--- src/rtl/uart_tx_sched.sv ---
// Round-robin arbiter over four byte producers feeding a single 8N1 UART transmitter.
// One producer is granted per frame; txd, busy and grant_id are registered.
module uart_tx_sched #(
    parameter int unsigned CLK_DIV = 868
) (
    input  logic        clk,
    input  logic        rst,
    input  logic [3:0]  req_valid,
    input  logic [31:0] req_data,
    output logic [3:0]  req_ready,
    input  logic        tx_en,
    output logic        txd,
    output logic        busy,
    output logic [1:0]  grant_id
);

    localparam int unsigned CntW = $clog2(CLK_DIV);
    localparam logic [CntW-1:0] CntLast = CntW'(CLK_DIV - 1);

    typedef enum logic [1:0] {
        StIdle,
        StStart,
        StData,
        StStop
    } state_e;

    state_e          state_q, state_d;
    logic [CntW-1:0] cnt_q, cnt_d;
    logic [2:0]      bit_q, bit_d;
    logic [7:0]      shift_q, shift_d;
    logic [1:0]      last_q, last_d;
    logic            txd_q, txd_d;
    logic            busy_q, busy_d;

    logic [1:0] pick;
    logic [1:0] idx;
    logic       found;
    logic       grant;
    logic       bit_end;

    // First requester after the most recent grant, wrapping back to it last.
    always_comb begin
        pick  = last_q;
        idx   = last_q;
        found = 1'b0;
        for (int k = 1; k <= 4; k++) begin
            idx = last_q + 2'(k);
            if (!found && req_valid[idx]) begin
                pick  = idx;
                found = 1'b1;
            end
        end
    end

    assign grant     = (state_q == StIdle) && tx_en && found && !rst;
    assign req_ready = grant ? (4'b0001 << pick) : 4'b0000;
    assign bit_end   = (cnt_q == CntLast);

    always_comb begin
        state_d = state_q;
        cnt_d   = cnt_q;
        bit_d   = bit_q;
        shift_d = shift_q;
        last_d  = last_q;
        txd_d   = txd_q;
        unique case (state_q)
            StIdle: begin
                if (grant) begin
                    shift_d = req_data[{pick, 3'b000} +: 8];
                    last_d  = pick;
                    cnt_d   = '0;
                    bit_d   = '0;
                    txd_d   = 1'b0;
                    state_d = StStart;
                end
            end
            StStart: begin
                if (bit_end) begin
                    cnt_d   = '0;
                    txd_d   = shift_q[0];
                    state_d = StData;
                end else begin
                    cnt_d = cnt_q + 1'b1;
                end
            end
            StData: begin
                if (bit_end) begin
                    cnt_d   = '0;
                    shift_d = shift_q >> 1;
                    bit_d   = bit_q + 3'd1;
                    // txd is registered, so present the next bit as this one ends.
                    if (bit_q == 3'd7) begin
                        txd_d   = 1'b1;
                        state_d = StStop;
                    end else begin
                        txd_d = shift_q[1];
                    end
                end else begin
                    cnt_d = cnt_q + 1'b1;
                end
            end
            StStop: begin
                if (bit_end) begin
                    cnt_d   = '0;
                    txd_d   = 1'b1;
                    state_d = StIdle;
                end else begin
                    cnt_d = cnt_q + 1'b1;
                end
            end
            default: begin
                txd_d   = 1'b1;
                state_d = StIdle;
            end
        endcase
        busy_d = (state_d != StIdle);
    end

    always_ff @(posedge clk or posedge rst) begin
        if (rst) begin
            state_q <= StIdle;
            cnt_q   <= '0;
            bit_q   <= '0;
            shift_q <= '0;
            last_q  <= 2'd3;
            txd_q   <= 1'b1;
            busy_q  <= 1'b0;
        end else begin
            state_q <= state_d;
            cnt_q   <= cnt_d;
            bit_q   <= bit_d;
            shift_q <= shift_d;
            last_q  <= last_d;
            txd_q   <= txd_d;
            busy_q  <= busy_d;
        end
    end

    assign txd      = txd_q;
    assign busy     = busy_q;
    assign grant_id = last_q;

endmodule

--- config.mk ---
export PLATFORM = sky130hd
export DESIGN_NAME = uart_tx_sched
export DESIGN_NICKNAME = d
export VERILOG_FILES = /design/src/rtl/uart_tx_sched.sv
export SDC_FILE = /design/constraint.sdc
export NUM_CORES = 1
export LEC_CHECK = 0
export BUFFER_PORTS_ARGS = -buffer_cell sky130_fd_sc_hd__buf_2
export CORE_MARGIN = 2
export CORE_UTILIZATION = 53
export CTS_CLUSTER_SIZE = 12
export DETAILED_ROUTE_END_ITERATION = 16
export PLACE_DENSITY = 0.84
export SLEW_MARGIN = 30
export SYNTH_ARGS = -nofsm -noshare
export SYNTH_HDL_FRONTEND = slang
export SYNTH_SLANG_ARGS = --single-unit
--- constraint.sdc ---
create_clock -name clk -period 6.3 [get_ports clk]
set_input_delay 1.89 -clock clk [delete_from_list [all_inputs] [get_ports clk]]
set_output_delay 1.89 -clock clk [all_outputs]
set_load 0.02 [all_outputs]
==> results_dict.tcl <==
set metrics [dict create \
    status "finished clean" \
    diodes 0 \
    die_h_um 62.4 \
    async_reset_ff_share_pct 100 \
    drv_slew 0 \
    overflow 0 \
    layout_commonest_cell "buf_2" \
    cts_resized 0 \
    rsz0062_at_grt "false" \
    drc 0 \
    cp.required_ns 4.41 \
    p_sw_share_pct 27.3 \
    finalClockSkew_ns 0.00799 \
    cts_tree "done" \
    cts_root_buf "clkbuf_4" \
    tns_ns 0 \
    first_pass_iters 4 \
    setup_viol 0 \
    die_area_mm2 0.00389 \
    syn_area_per_cell_um2 8.17 \
    cp-start-kind "input pin" \
    synth_fa_ha_area_share_pct 2.08 \
    viasPerCell 6.11 \
    fmax_ghz 0.189 \
    crit_path_end_kind "primary output" \
    syn_inst 221 \
    worstHoldStart "cnt_q[9]$_DFFE_PP0P_" \
    combPwrFrac_pct 14.0 \
    synthMuxAreaShare_pct 0 \
    yosysSeqAreaShare_pct 37.6 \
    regArea_um2 679 \
    vias 1881 \
    cts_sinks 27 \
    synthFlopType "dfrtp_1" \
    finalWirelength_um 4710 \
    fin_cells 308 \
    syn_nets 263 \
    drt-initial-drc-count 175 \
    dr_wl_met2_um 2370 \
    period_share_pct 84.1 \
    die_x_um 62.4 \
    io_buffer_count 46 \
    crit_start "req_valid[3]" \
    antenna_found_initial 0 \
    p_per_area_mw_per_mm2 142 \
    crit_fanout 10 \
    grt_pass1_vias 1724 \
    track_usage_pct 24.8 \
    path_clk_slew_ns 0.15 \
    grt_pass1_wl_um 7950 \
    worstPathArrival_ns 3.41 \
    initial_core_util_pct 54.5 \
    synth_compound_area_share_pct 29.9 \
    peakVddDrop_v 0.0000717 \
    yosys.area_share.xor_xnor_pct 1.46 \
    worst_slew_pin_slew_ns 0.941 \
    crit_type "input pin to primary output" \
    fillCellCount 306 \
    switchingPower_mw 0.0810 \
    hpwlAfterDp_um 3430 \
    internal_power_mw 0.215 \
    max_slew_margin_pct 37.1 \
    wire_per_inst_um 15.3 \
    htree_levels 1 \
    place_inst 304 \
    r2r_start "state_q[1]$_DFF_PP0_" \
    max_cap_violations 0 \
    post_cts_buffers 0 \
    row_count 21 \
    synth-edff-count 0 \
    synth_seq_cells 27 \
    min_path_type "register to register" \
    routed.top_layer "met4" \
    ctsLongestPathBuffers 2 \
    synth_top_family_by_area "compound AO/OA/AOI/OAI gates" \
    synth_cell_types 40 \
    nNetsFinal 305 \
    synthesis.area_mm2 0.00181 \
    ys.warnings.count 0 \
    grt_max_degree 29 \
    drive_gt1_share_pct 24.8 \
    cts_buffers 3 \
    clock_latency_ns 0.34 \
    final_cell_mix "46 x buf_2, 31 x nand2_1, 24 x a31oi_1, 24 x dfrtp_1, 19 x nor2_1" \
    routabilityCongestion 0.901 \
    route.met3.wl_um 219 \
    power_frac_clock_pct 27.2 \
    met1Wirelength_um 2050 \
    ios 47 \
    p_leak_nw 0.887 \
    postLayoutCoreUtil_pct 63.2 \
    core_mm2 0.00331 \
    hold_viol 0 \
    yosys.area_share.simple_pct 23.1 \
    period_minus_slack_ns 5.30 \
    seqPwrFrac_pct 58.8 \
    multiInputGateArea_mm2 0.00102 \
    cts_hold_buf 0 \
    ant_nets 0 \
    area_growth_pct 15.9 \
]
[worst max-delay path, stage by stage]
cell and delay [ns]:
buf_2 0.11, nor2b_1 0.14, o21ai_1 0.56, nand2_1 0.26, nor3_1 0.24, buf_2 0.20
[final timing paths]
path,end,slack (ns),cells after the start
max in group asynchronous,cnt_q[5]$_DFFE_PP0P_,4.29,2
setup / recovery,req_ready[1],1.00,6
setup reg to reg,shift_q[2]$_DFFE_PP0P_,3.54,5
min in group asynchronous,cnt_q[1]$_DFFE_PP0P_,1.61,2
hold reg to reg,cnt_q[9]$_DFFE_PP0P_,0.51,1
hold / removal,cnt_q[9]$_DFFE_PP0P_,0.51,1
[cell type report]
type | count | area share [%]
inverter | 12 | 2.15
multi-input combinational | 169 | 48.9
tap | 46 | 2.75
clock buffer | 3 | 1.08
timing repair buffer | 50 | 12.4
clock inverter | 1 | 0.239
sequential | 27 | 32.5
[synthesized netlist by cell type (5+ instances only)]
| cell | count | share of area, % |
|---|---|---|
| buf_2 | 5 | 1.4 |
| nor2_1 | 19 | 4.0 |
| a31oi_1 | 24 | 8.3 |
| a2111oi_2 | 5 | 4.2 |
| nand3_1 | 16 | 4.4 |
| inv_1 | 12 | 2.5 |
| nor3_1 | 6 | 1.7 |
| clkbuf_1 | 7 | 1.5 |
| nand2_1 | 31 | 6.4 |
| dfrtp_1 | 24 | 33 |
| o21ai_0 | 18 | 5.0 |
| a311oi_1 | 7 | 3.4 |
[layer usage]
layer	GRT usage, %	up-vias
met5	0	-
met1	32.6	897
met3	3.44	10
li1	-	906
met2	41.8	68
met4	9.17	0
[power groups by stage]
stage          registers [mW]  logic, mW  clock network, mW
6_report                0.174     0.0414             0.0806
5_1_grt                 0.174     0.0460             0.0879
4_1_cts                 0.174     0.0411             0.0795
3_5_place_dp            0.177     0.0411                  0
3_3_place_gp            0.177     0.0399                  0
2_1_floorplan           0.178     0.0217                  0
[flip-flops by register name (all words and copies together), names as in the netlist]
register  count
txd           1
busy          1
state_q       2
cnt_q        10
shift_q       8
bit_q         3
grant_id      2
[per-stage QoR]
step                      power, mW  cell area, µm²  hold slack, ns  setup WS [ns]
after floorplan               0.200            1810           0.451           1.11
after global placement        0.217            2060           0.465           1.06
after detailed placement      0.218            2060           0.473           1.02
after CTS                     0.295            2090           0.497           1.02
after global routing          0.308            2090           0.542          0.891
final                         0.296            2090           0.506           1.00
[cell families after synthesis]
kind of cell               after synthesis
AOI/OAI and AO/OA                       74
xor gates and xnor gates                 3
adders and majority gates                3
buffers and inverters                   25
DFF                                     27
and+or+nand+nor                         89
Power figures use the tool's default switching activity.
